## config.mk

```make
export PLATFORM = sky130hd
export DESIGN_NAME = up_cnt_mod
export DESIGN_NICKNAME = d
export VERILOG_FILES = /design/src/rtl/up_cnt_mod_pkg.sv /design/src/rtl/up_cnt_mod.sv
export SDC_FILE = /design/constraint.sdc
export NUM_CORES = 1
export LEC_CHECK = 0
export BUFFER_PORTS_ARGS = -buffer_cell sky130_fd_sc_hd__buf_2
export CORE_AREA = 2 2 39 41
export CTS_CLUSTER_SIZE = 14
export DETAILED_ROUTE_END_ITERATION = 10
export DIE_AREA = 0 0 41 43
export PLACE_DENSITY = 0.42
export SYNTH_ARGS = -nofsm -noshare
export SYNTH_HDL_FRONTEND = slang
export SYNTH_SLANG_ARGS = --single-unit
```

## constraint.sdc

```tcl
create_clock -name CLK -period 1.5 [get_ports CLK]
set_input_delay 0.3 -clock CLK [delete_from_list [all_inputs] [get_ports CLK]]
set_output_delay 0.3 -clock CLK [all_outputs]
set_load 0.01 [all_outputs]
```

## src/rtl/up_cnt_mod_pkg.sv

```systemverilog
// Shared types and helpers for the modulo-N up-counter.
// The counter's next-state choice is reduced to one operation code so the
// datapath mux is a single case statement. OP_LOAD is only selected when
// the build defines UP_CNT_MOD_LOAD_EN.
package up_cnt_mod_pkg;

    typedef enum logic [2:0] {
        OP_HOLD  = 3'd0,
        OP_INC   = 3'd1,
        OP_WRAP  = 3'd2,
        OP_CLEAR = 3'd3,
        OP_LOAD  = 3'd4
    } cnt_op_e;

    // Priority: clear, then parallel load, then count enable.
    function automatic cnt_op_e sel_op(
        input logic clr,
        input logic ld,
        input logic ce,
        input logic at_term
    );
        cnt_op_e op;
        if (clr) begin
            op = OP_CLEAR;
        end else if (ld) begin
            op = OP_LOAD;
        end else if (ce) begin
            if (at_term) begin
                op = OP_WRAP;
            end else begin
                op = OP_INC;
            end
        end else begin
            op = OP_HOLD;
        end
        return op;
    endfunction

endpackage

```

## src/rtl/up_cnt_mod.sv

```systemverilog
// Synchronous modulo-MODULO up-counter with clock enable and combinational
// carry-out, intended to be cascaded (CO of one stage drives CE of the next).
// Optional macro UP_CNT_MOD_LOAD_EN adds a synchronous parallel load (LD, D).
module up_cnt_mod
    import up_cnt_mod_pkg::*;
#(
    parameter int MODULO = 10,
    parameter int W      = 4
) (
    input  logic         CLK,
    input  logic         CLR,
    input  logic         CE,
`ifdef UP_CNT_MOD_LOAD_EN
    input  logic         LD,
    input  logic [W-1:0] D,
`endif
    output logic [W-1:0] Q,
    output logic         CO
);

    // Modulus must fit the counter width and give at least two states.
    generate
        if ((MODULO < 2) || (longint'(MODULO) > (64'd1 << W))) begin : g_bad_modulo
            $error("up_cnt_mod: MODULO=%0d is illegal for W=%0d", MODULO, W);
        end
    endgenerate

    // Terminal count; the wrap is decoded from it explicitly so that
    // MODULO == 2**W never relies on natural overflow.
    localparam logic [W-1:0] TERM    = W'(MODULO - 1);
    // Modulus extended by one bit so 2**W is representable for the load check.
    localparam logic [W:0]   MOD_EXT = (W+1)'(MODULO);

    logic [W-1:0] q_q;
    logic [W-1:0] q_d;
    logic         at_term_s;
    logic         ld_s;
    logic [W-1:0] ld_val_s;
    cnt_op_e      op_s;

`ifdef UP_CNT_MOD_LOAD_EN
    assign ld_s = LD;

    // Out-of-range load data is forced to zero so Q never leaves 0..MODULO-1.
    always_comb begin
        ld_val_s = '0;
        if ({1'b0, D} < MOD_EXT) begin
            ld_val_s = D;
        end else begin
            ld_val_s = '0;
        end
    end
`else
    assign ld_s     = 1'b0;
    assign ld_val_s = '0;
`endif

    assign at_term_s = (q_q == TERM);
    assign op_s      = sel_op(CLR, ld_s, CE, at_term_s);

    // Next-state selection for the count register.
    always_comb begin
        q_d = q_q;
        case (op_s)
            OP_CLEAR: q_d = '0;
            OP_LOAD:  q_d = ld_val_s;
            OP_WRAP:  q_d = '0;
            OP_INC:   q_d = q_q + W'(1);
            OP_HOLD:  q_d = q_q;
            default:  q_d = '0;
        endcase
    end

    // Count register; CLR is also honoured here directly as the top priority.
    always_ff @(posedge CLK) begin
        if (CLR) begin
            q_q <= '0;
        end else begin
            q_q <= q_d;
        end
    end

    assign Q  = q_q;
    // Carry is combinational so a downstream stage on the same clock
    // increments on exactly the edge where this stage wraps.
    assign CO = CE & at_term_s;

endmodule

```

---- Yosys cells after proc, flatten, opt, wreduce, memory -nomap -nowiden ----
Cells that the tools add are included.
storage, ports and cells
  register bits ........................... 4
  input port bits ......................... 3
  output and inout bits ................... 5
  logic and storage cells ................. 10
cells by class
  add/sub/neg operators ................... 1
  eq/ne operators ......................... 2
  mux-type cells .......................... 4
  bitwise gates (word level) .............. 1
  reductions and logical operators ........ 1
operators by type and width
  operator                                        number
  one-hot mux 4 bit (2 select lines)              1
  2-to-1 mux 3 bit                                2
  adder 4 x 1 -> 4 bit (second input constant)    1
  == test 4 bit (second input constant)           1
  == test 3 x 1 -> 1 bit (second input constant)  1
  logical NOT 3 bit                               1
  2-to-1 mux 2 bit                                1
  bitwise AND 1 bit                               1

---- Longest topological paths before layout ----
Gate-level depths: netlist (run 1).
  depth after elaboration ................. 6
  mapped depth ............................ 5
  gate-level depth less buffers ........... 5

---- Worst setup path before layout (run 1) ----
No wires, ideal clock.
  path type ............................... register to register
  start point ............................. register q_q[1], in the netlist Q[1]
  end point ............................... register q_q[2], in the netlist Q[2]
  library setup time ...................... 66 ps
  data arrival time ....................... 1225 ps
  setup slack ............................. 209 ps
  stages on the path, launching flop included .. 6
  clock period less this slack ............ 1291 ps
  cell sequence ........................... dfxtp_1 > inv_1 > ha_1 > nand3b_2 > or3b_1 > a21oi_2
between the ends
  word-level cells in the longest chain between the ends .. 6
  elaborated cells between the ends (all ways) .. 8
  those cells by class .................... 1 x add/sub; 2 x eq/ne; 4 x mux; 1 x reduce/logical
ends and longest elaborated chain
  what                                                                line                  RTL
  from (decl)                                                         up_cnt_mod.sv:34      logic [W-1:0] q_q;
  from (signal assigned)                                              up_cnt_mod.sv:79      q_q <= q_d;
  == test 4 bit                                                       up_cnt_mod.sv:58      assign at_term_s = (q_q == TERM);
  2-to-1 mux 2 bit                                                    up_cnt_mod_pkg.sv:28  if (at_term) begin
  2-to-1 mux 3 bit                                                    up_cnt_mod_pkg.sv:27  end else if (ce) begin
  2-to-1 mux 3 bit                                                    up_cnt_mod_pkg.sv:23  if (clr) begin
  == test 3 x 1 -> 1 bit / logical NOT 3 bit (equally long branches)  up_cnt_mod.sv:64      case (op_s)
  one-hot mux 4 bit (2 select lines)                                  up_cnt_mod.sv:64
Several ways; a longest one is shown, not always the timed one.
A chain may end at the register's enable or synchronous reset.

---- Worst setup path in the final report (run 1) ----
  start point ............................. register q_q[1], in the netlist Q[1]
  end point ............................... output port CO
between the ends
  word-level cells in the longest chain between the ends .. 2
ends and longest elaborated chain
  what               line              RTL
  == test 4 bit      up_cnt_mod.sv:58
  bitwise AND 1 bit  up_cnt_mod.sv:86  assign CO = CE & at_term_s;
  to (decl)          up_cnt_mod.sv:18  output logic CO
Every way passes these cells.

==> flow_metrics.tcl, run 1 <==
set metrics [dict create \
    worst_slack_ps 69.5 \
    ys_ff_latch 4 \
    core_sq_mm 0.00138 \
    cts_setup_buffers 0 \
    numPortBuffers 7 \
    drv_cap 0 \
    skew_ps 2.06 \
    initial_core_util_pct 16.0 \
    reg2reg_to "Q[2]$_SDFFE_PP0P_" \
    busiest_layer "met1" \
    worstPathMaxFanout 6 \
    syn_inst 26 \
    hold_end "Q[2]$_SDFFE_PP0P_" \
    slew-limit-headroom_pct 87.3 \
    dr.pass1.iters 2 \
    tightest_slew_ps 190 \
    path_cells "inv_1 > ha_2 > nand3b_4 > nor2_1 > buf_2" \
    grt_overflow 0 \
    worstHoldPathType "in -> reg" \
    grt_max_degree 8 \
    reg2reg_depth 5 \
    p_int_w 0.000214 \
    std_cell_rows 14 \
    clk_path_buf_depth 2 \
    gr-usage-met2_pct 8.13 \
    drt-initial-drc-count 3 \
    place_hpwl_microns 356 \
    seqPwrFrac_pct 42.3 \
    largest_register_ffs 4 \
    p_leak_nw 0.164 \
    drive_gt1_share_pct 41.7 \
    fillCellCount 153 \
    slowest_delay_ps 340 \
    antenna_found_initial 0 \
    die_w_microns 41 \
    grt_pass1_vias 203 \
    p_sw_share_pct 23.1 \
    syn_area_sq_um 221 \
    routed_wl_microns 487 \
    cp_slowest_cell "dfxtp_2" \
    cts_tree "done" \
    insertion_delay_ps 230 \
    end_kind "output pin" \
    setup.reg_to_reg.worst_slack_ps 280 \
    critPathKind "reg -> out" \
    ys_seq_area_share_pct 36.2 \
    fin_area_sq_um 315 \
    power.density_mw_per_mm2 880 \
    hold_path_depth 2 \
    drc_errors 0 \
    placed_area_sq_um 277 \
    diodes 0 \
    ys_warn_count 0 \
    met3_usage_pct 3.14 \
    vias_per_cell 4.04 \
    outcome "finished clean" \
    setup_viol 0 \
    place_ws_ps 203 \
    cp.arrival_ps 1130 \
    final_cell_mix "7 x buf_2, 5 x nand2_1, 3 x a21oi_1, 3 x clkbuf_4" \
    numCtsBuffers 3 \
    mostFrequentLayoutCell "buf_2" \
    pwr-share-comb_pct 10.0 \
    htreeDepth 1 \
    drtAntennaViolNets 0 \
    ys_types 13 \
    drv_slew 0 \
    worstSetupStartpointType "flop" \
    finalSetupTns_ps 0 \
    clkTransAtPathRegs_ps 40 \
    ir_worst_vdd_uv 260 \
    fp.dieH_microns 43 \
    fmax_mhz 699 \
    grt_use_met1_pct 10.3 \
    grt_pass1_wl_microns 841 \
    worstHoldStart "CLR" \
    r2r_start "Q[1]$_SDFFE_PP0P_" \
    grtUsageTotal_pct 7.63 \
    crit_required_ps 1200 \
    syn_to_final_growth_pct 42.4 \
    routabilityCongestion 0.677 \
    hold_viol_final 0 \
    clock-sinks 4 \
    period_needed_ps 1430 \
    fin_crit_sh_pct 95.4 \
    nNetsFinal 43 \
    pwr-share-clk_pct 47.7 \
    clock-root-buffer "clkbuf_4" \
    utilization_pct 22.8 \
    synth_fp_nets 31 \
    vias 210 \
    syn_area_per_cell_sq_um 8.52 \
    rsz0062_at_grt "false" \
    die-area_sq_mm 0.00176 \
    avgRoutedWirePerCell_microns 9.37 \
    p_switching_w 0.0000640 \
    ioPinCount 8 \
]
-- final cells by class --
class / instances / area, sq um / area share [%]
Sequential cell: 4 / 85.1 / 27.0
Timing Repair Buffer: 7 / 35.0 / 11.1
Multi-Input combinational cell: 20 / 145 / 46.0
Tap cell: 16 / 20.0 / 6.35
Clock buffer: 3 / 22.5 / 7.14
Inverter: 2 / 7.51 / 2.38
-- worst max path at each step --
stage | startpoint | end | slack (ps) | depth (start not counted)
4_1_cts | Q[1]$_SDFFE_PP0P_ | CO | 20 | 5
3_5_place_dp | Q[1]$_SDFFE_PP0P_ | Q[2]$_SDFFE_PP0P_ | 200 | 5
6_report | Q[1]$_SDFFE_PP0P_ | CO | 70 | 5
2_1_floorplan | Q[1]$_SDFFE_PP0P_ | Q[2]$_SDFFE_PP0P_ | 210 | 5
3_3_place_gp | Q[1]$_SDFFE_PP0P_ | Q[2]$_SDFFE_PP0P_ | 190 | 5
5_1_grt | Q[1]$_SDFFE_PP0P_ | CO | 10 | 5
-- per-stage QoR --
step           total power (W)  cells  hold WS (ps)
2_1_floorplan         0.000132     26           362
3_3_place_gp          0.000146     49           519
3_5_place_dp          0.000145     49           508
4_1_cts               0.000283     52           276
5_1_grt               0.000296     52           289
6_report              0.000278     52           283
-- cells by family (layout without fill, tap and decap cells) --
group | after synthesis | after routing | synth area share [%]
simple gates | 11 | 11 | 30.5
compound gates | 7 | 7 | 18.6
flops | 4 | 4 | 36.2
fa+ha+maj | 2 | 2 | 11.3
buf+inv | 2 | 12 | 3.39
-- critical path: cells and delay by family, from the launching register on --
family,cells,cell delay (ps)
flip-flops,1,340
adder cells (fa/ha/maj),1,190
buffers and inverters,2,190
AND/OR/NAND/NOR,2,180
-- per-layer routing --
layer,vias to the layer above,wire length (microns)
li1,111,-
met1,92,252
met2,7,183
met3,0,50
met4,0,0
met5,-,0
-- Yosys cell counts --
master	n	area [sq um]
nand2_1	5	18.8
dfxtp_1	4	80.1
a21oi_1	3	15.0
ha_1	2	25.0
inv_1	2	7.51
nand3b_1	2	15.0
o21ai_0	2	10.0
a21boi_0	1	7.51
a21oi_2	1	8.76
and4b_1	1	10.0
nand3b_2	1	11.3
nor2_1	1	3.75
or3b_1	1	8.76
-- repair_timing --
action	in CTS	in global routing
hold buffers	0	0
resized for setup	1	4
endpoints found under the setup margin	1	1
pin swaps	0	0
hold endpoints to repair	0	0
-- power groups by stage --
stage | sequential, W | combinational, W | clock [W]
6_report | 0.000117 | 0.0000278 | 0.000132
5_1_grt | 0.000118 | 0.0000335 | 0.000144
4_1_cts | 0.000118 | 0.0000259 | 0.000139
3_5_place_dp | 0.000119 | 0.0000258 | 0
3_3_place_gp | 0.000119 | 0.0000269 | 0
2_1_floorplan | 0.000120 | 0.0000124 | 0
Power figures use the tool's default switching activity.
==> inputs of run 2 (changes only) <==
- PLACE_DENSITY: 0.42 -> default
==> run 2 against run 1 <==
Routed wire length up 4.7%. Clock skew up 0.55 ps. Count of clock-buffer cells in the layout unchanged. Critical endpoint unchanged. Largest power group unchanged. First-iteration DRC count down 33%. Largest cell class unchanged. Maximum frequency up 2.6%.
==> flow_metrics.tcl, run 2 (synthesized netlist as in run 1, its figures left out) <==
set metrics [dict create \
    clock-root-buffer "clkbuf_4" \
    grt_max_degree 8 \
    grt_pass1_vias 172 \
    period_needed_ps 1390 \
    setup_viol 0 \
    worstHoldPathType "in -> reg" \
    vias 205 \
    drc_errors 0 \
    p_leak_nw 0.165 \
    routed_wl_microns 510 \
    worstPathMaxFanout 6 \
    p_switching_w 0.0000657 \
    insertion_delay_ps 230 \
    numCtsBuffers 3 \
    mostFrequentLayoutCell "buf_2" \
    drtAntennaViolNets 0 \
    syn_to_final_growth_pct 48.0 \
    grt_pass1_wl_microns 765 \
    numPortBuffers 7 \
    p_int_w 0.000216 \
    outcome "finished clean" \
    p_sw_share_pct 23.3 \
    crit_required_ps 1200 \
    grtUsageTotal_pct 7.23 \
    diodes 0 \
    htreeDepth 1 \
    hold_viol_final 0 \
    drt-initial-drc-count 2 \
    clkTransAtPathRegs_ps 40 \
    place_hpwl_microns 341 \
    antenna_found_initial 0 \
    die-area_sq_mm 0.00176 \
    fmax_mhz 717 \
    clock-sinks 4 \
    initial_core_util_pct 16.0 \
    rsz0062_at_grt "false" \
    pwr-share-clk_pct 46.7 \
    tightest_slew_ps 194 \
    fin_cells 52 \
    avgRoutedWirePerCell_microns 9.81 \
    skew_ps 2.61 \
    cts_hold_buf 0 \
    critPathKind "reg -> out" \
    ioPinCount 8 \
    core_sq_mm 0.00138 \
    seqPwrFrac_pct 42.2 \
    end_kind "output pin" \
    fp.dieH_microns 43 \
    pwr-share-comb_pct 11.1 \
    std_cell_rows 14 \
    routabilityCongestion 0.640 \
    finalSetupTns_ps 0 \
    grt_overflow 0 \
    placed_cells 49 \
    cp.arrival_ps 1090 \
    drv_cap 0 \
    largest_register_ffs 4 \
    worstSetupStartpointType "flop" \
    drv_slew 0 \
    dr.pass1.iters 2 \
    vias_per_cell 3.94 \
    power.density_mw_per_mm2 859 \
    cts_tree "done" \
    power_w 0.000282 \
    nNetsFinal 43 \
    clk_path_buf_depth 2 \
    fin_crit_sh_pct 93.0 \
    drive_gt1_share_pct 47.2 \
    slew-limit-headroom_pct 87.1 \
    final_cell_mix "7 x buf_2, 5 x nand2_1, 3 x a21oi_1, 3 x clkbuf_4" \
    die_w_microns 41 \
    ir_worst_vdd_uv 270 \
]
run 2: timing repair:
item,CTS,global route
buffers inserted,0,0
pin swaps,0,1
gates cloned,0,0
resized for setup,2,6
hold endpoints to repair,0,0
setup endpoints to repair,1,1
run 2: worst max-delay path, cell delays in order, from the launching register on:
cell and delay [ps]:
dfxtp_2 340, inv_2 70, ha_4 140, nand3b_4 90, nor2_2 100, buf_2 120
run 2: power groups by stage:
stage	registers, W	clock network [W]	logic, W
after global routing	0.000120	0.000151	0.0000344
after CTS	0.000118	0.000141	0.0000261
after detailed placement	0.000119	0	0.0000258
after global placement	0.000119	0	0.0000257
final	0.000119	0.000132	0.0000313
after floorplan	0.000120	0	0.0000124
run 2: area by class of cell:
type,count,area (sq um)
clock buffers,3,22.5
fillers,158,1060
inverters,2,7.51
multi-input cells,20,158
flip-flops and latches,4,85.1
well taps,16,20.0
repair buffers,7,35.0
run 2: final timing paths:
path / from / endpoint / slack, ps / cells after the start
setup / recovery: Q[1]$_SDFFE_PP0P_ / CO / 110 / 5
hold / removal: CLR / Q[2]$_SDFFE_PP0P_ / 280 / 2
setup reg to reg: Q[1]$_SDFFE_PP0P_ / Q[2]$_SDFFE_PP0P_ / 280 / 5
hold reg to reg: Q[1]$_SDFFE_PP0P_ / Q[1]$_SDFFE_PP0P_ / 500 / 2
run 2: stage by stage:
stage | instance area (sq um) | hold WS (ps) | worst slack (ps) | util [%]
after detailed placement | 277 | 509 | 181 | 20.0
after global routing | 328 | 272 | 24.6 | 23.7
after floorplan | 221 | 362 | 209 | -
after CTS | 302 | 269 | 40.7 | 21.8
final | 328 | 276 | 106 | 23.7
after global placement | 277 | 506 | 175 | 20.0
run 2: layer usage:
metal,global-route usage [%],vias to the layer above,part of all wire (%)
li1,-,111,-
met1,8.68,89,48
met2,7.50,5,46
met3,4.71,0,5.9
met4,8.00,0,0
met5,0,-,0
==> inputs of run 3 (changes only) <==
- CAP_MARGIN: default -> 20
- CELL_PAD_IN_SITES_DETAIL_PLACEMENT: default -> 0
- CELL_PAD_IN_SITES_GLOBAL_PLACEMENT: default -> 1
- PLACE_DENSITY_LB_ADDON: default -> 0.1
==> run 3 against run 2 <==
Critical path depth unchanged. Cell count stayed put. Cell area down 0.76%. Total power up 1.3%. Count of clock-buffer cells in the layout unchanged. Global-route usage rose by 2.0 points. Combinational power decreased by 3%. Die area unchanged. Sequential power hardly changed. Largest power group unchanged.
==> flow_metrics.tcl, run 3 (synthesized netlist as in run 1, its figures left out) <==
set metrics [dict create \
    cts_tree "done" \
    clock-sinks 4 \
    largest_register_ffs 4 \
    std_cell_rows 14 \
    antenna_found_initial 0 \
    mostFrequentLayoutCell "buf_2" \
    path_cells "inv_2 > ha_4 > nand3b_4 > nor2_1 > buf_2" \
    tightest_slew_ps 209 \
    cp_slowest_cell "dfxtp_2" \
    ioPinCount 8 \
    clk_path_buf_depth 2 \
    critPathKind "reg -> out" \
    htreeDepth 1 \
    die-area_sq_mm 0.00176 \
    p_leak_nw 0.165 \
    diodes 0 \
    drt-initial-drc-count 3 \
    fmax_mhz 715 \
    worst_slack_ps 101 \
    period_needed_ps 1400 \
    slowest_delay_ps 330 \
    grt_overflow 0 \
    skew_ps 2.13 \
    fp.dieH_microns 43 \
    end_kind "output pin" \
    grt_pass1_vias 257 \
    die_w_microns 41 \
    vias_per_cell 4.23 \
    final_cell_mix "7 x buf_2, 5 x nand2_1, 3 x a21oi_1, 3 x clkbuf_4" \
    fin_crit_sh_pct 93.3 \
    place_ws_ps 196 \
    worstSetupStartpointType "flop" \
    crit_required_ps 1200 \
    drive_gt1_share_pct 44.4 \
    routed_wl_microns 525 \
    rsz0062_at_grt "false" \
    worstHoldPathType "in -> reg" \
    cp.arrival_ps 1100 \
    finalSetupTns_ps 0 \
    power.density_mw_per_mm2 877 \
    power_w 0.000285 \
    initial_core_util_pct 16.0 \
    hold_viol_final 0 \
    outcome "finished clean" \
    worstPathMaxFanout 6 \
    grt_pass1_wl_mm 1.00 \
    nNetsFinal 43 \
    dr.pass1.iters 2 \
    setup_viol 0 \
    ir_worst_vdd_uv 387 \
    drtAntennaViolNets 0 \
    clock-root-buffer "clkbuf_4" \
    core_sq_mm 0.00138 \
    drv_cap 0 \
    syn_to_final_growth_pct 46.9 \
    numCtsBuffers 3 \
    insertion_delay_ps 240 \
    numPortBuffers 7 \
    slew-limit-headroom_pct 86.0 \
    drv_slew 0 \
    drc_errors 0 \
    vias 220 \
    clkTransAtPathRegs_ps 40 \
    grtUsageTotal_pct 9.23 \
    grt_max_degree 8 \
    place_hpwl_microns 405 \
    avgRoutedWirePerCell_microns 10.1 \
    cts_hold_buf 0 \
    routabilityCongestion 0.633 \
]
## run 3: worst paths after layout
check        slack (ps)                 to               from  depth (start not counted)
max                 100                 CO  Q[1]$_SDFFE_PP0P_                          5
min                 280  Q[2]$_SDFFE_PP0P_                CLR                          2
max reg2reg         310  Q[2]$_SDFFE_PP0P_  Q[1]$_SDFFE_PP0P_                          5
min reg2reg         480  Q[1]$_SDFFE_PP0P_  Q[1]$_SDFFE_PP0P_                          2
## run 3: repair_timing
action | in CTS | in global routing
endpoints found under the setup margin | 1 | 1
resized for setup | 1 | 6
pin swaps | 0 | 1
setup buffers | 0 | 0
## run 3: per-stage QoR
stage / cell area, sq um / hold slack [ps] / util [%] / cells
floorplan: 221 / 362 / - / 26
global placement: 277 / 498 / 20.0 / 49
detailed placement: 277 / 502 / 20.0 / 49
CTS: 300 / 272 / 21.7 / 52
global route: 325 / 272 / 23.5 / 52
finish: 325 / 276 / 23.5 / 52
## run 3: final cells by class
class,instances,area (sq um)
Fill cell,158,1060
Clock buffer,3,22.5
Multi-Input combinational cell,20,155
Tap cell,16,20.0
Inverter,2,7.51
Timing Repair Buffer,7,35.0
Sequential cell,4,85.1
## run 3: worst max-delay path: cells and delay by family, from the launching register on
| family | cells | cell delay, ps |
|---|---|---|
| adders and majority gates | 1 | 130 |
| buffers and inverters | 2 | 200 |
| DFF | 1 | 330 |
| and+or+nand+nor | 2 | 200 |
## run 3: power by group
group / switching [W] / internal [W]
Combinational: 0.0000157 / 0.0000147
Sequential: 0.00000692 / 0.000111
Clock: 0.0000469 / 0.0000897
Total: 0.0000695 / 0.000216
## run 3: metal layers
layer | vias up | routed length, microns | GRT usage [%]
met1 | 101 | 192 | 7.69
met5 | - | 0 | 0
met2 | 7 | 275 | 14.7
met3 | 0 | 57 | 9.42
met4 | 0 | 0 | 2.00
li1 | 112 | - | -
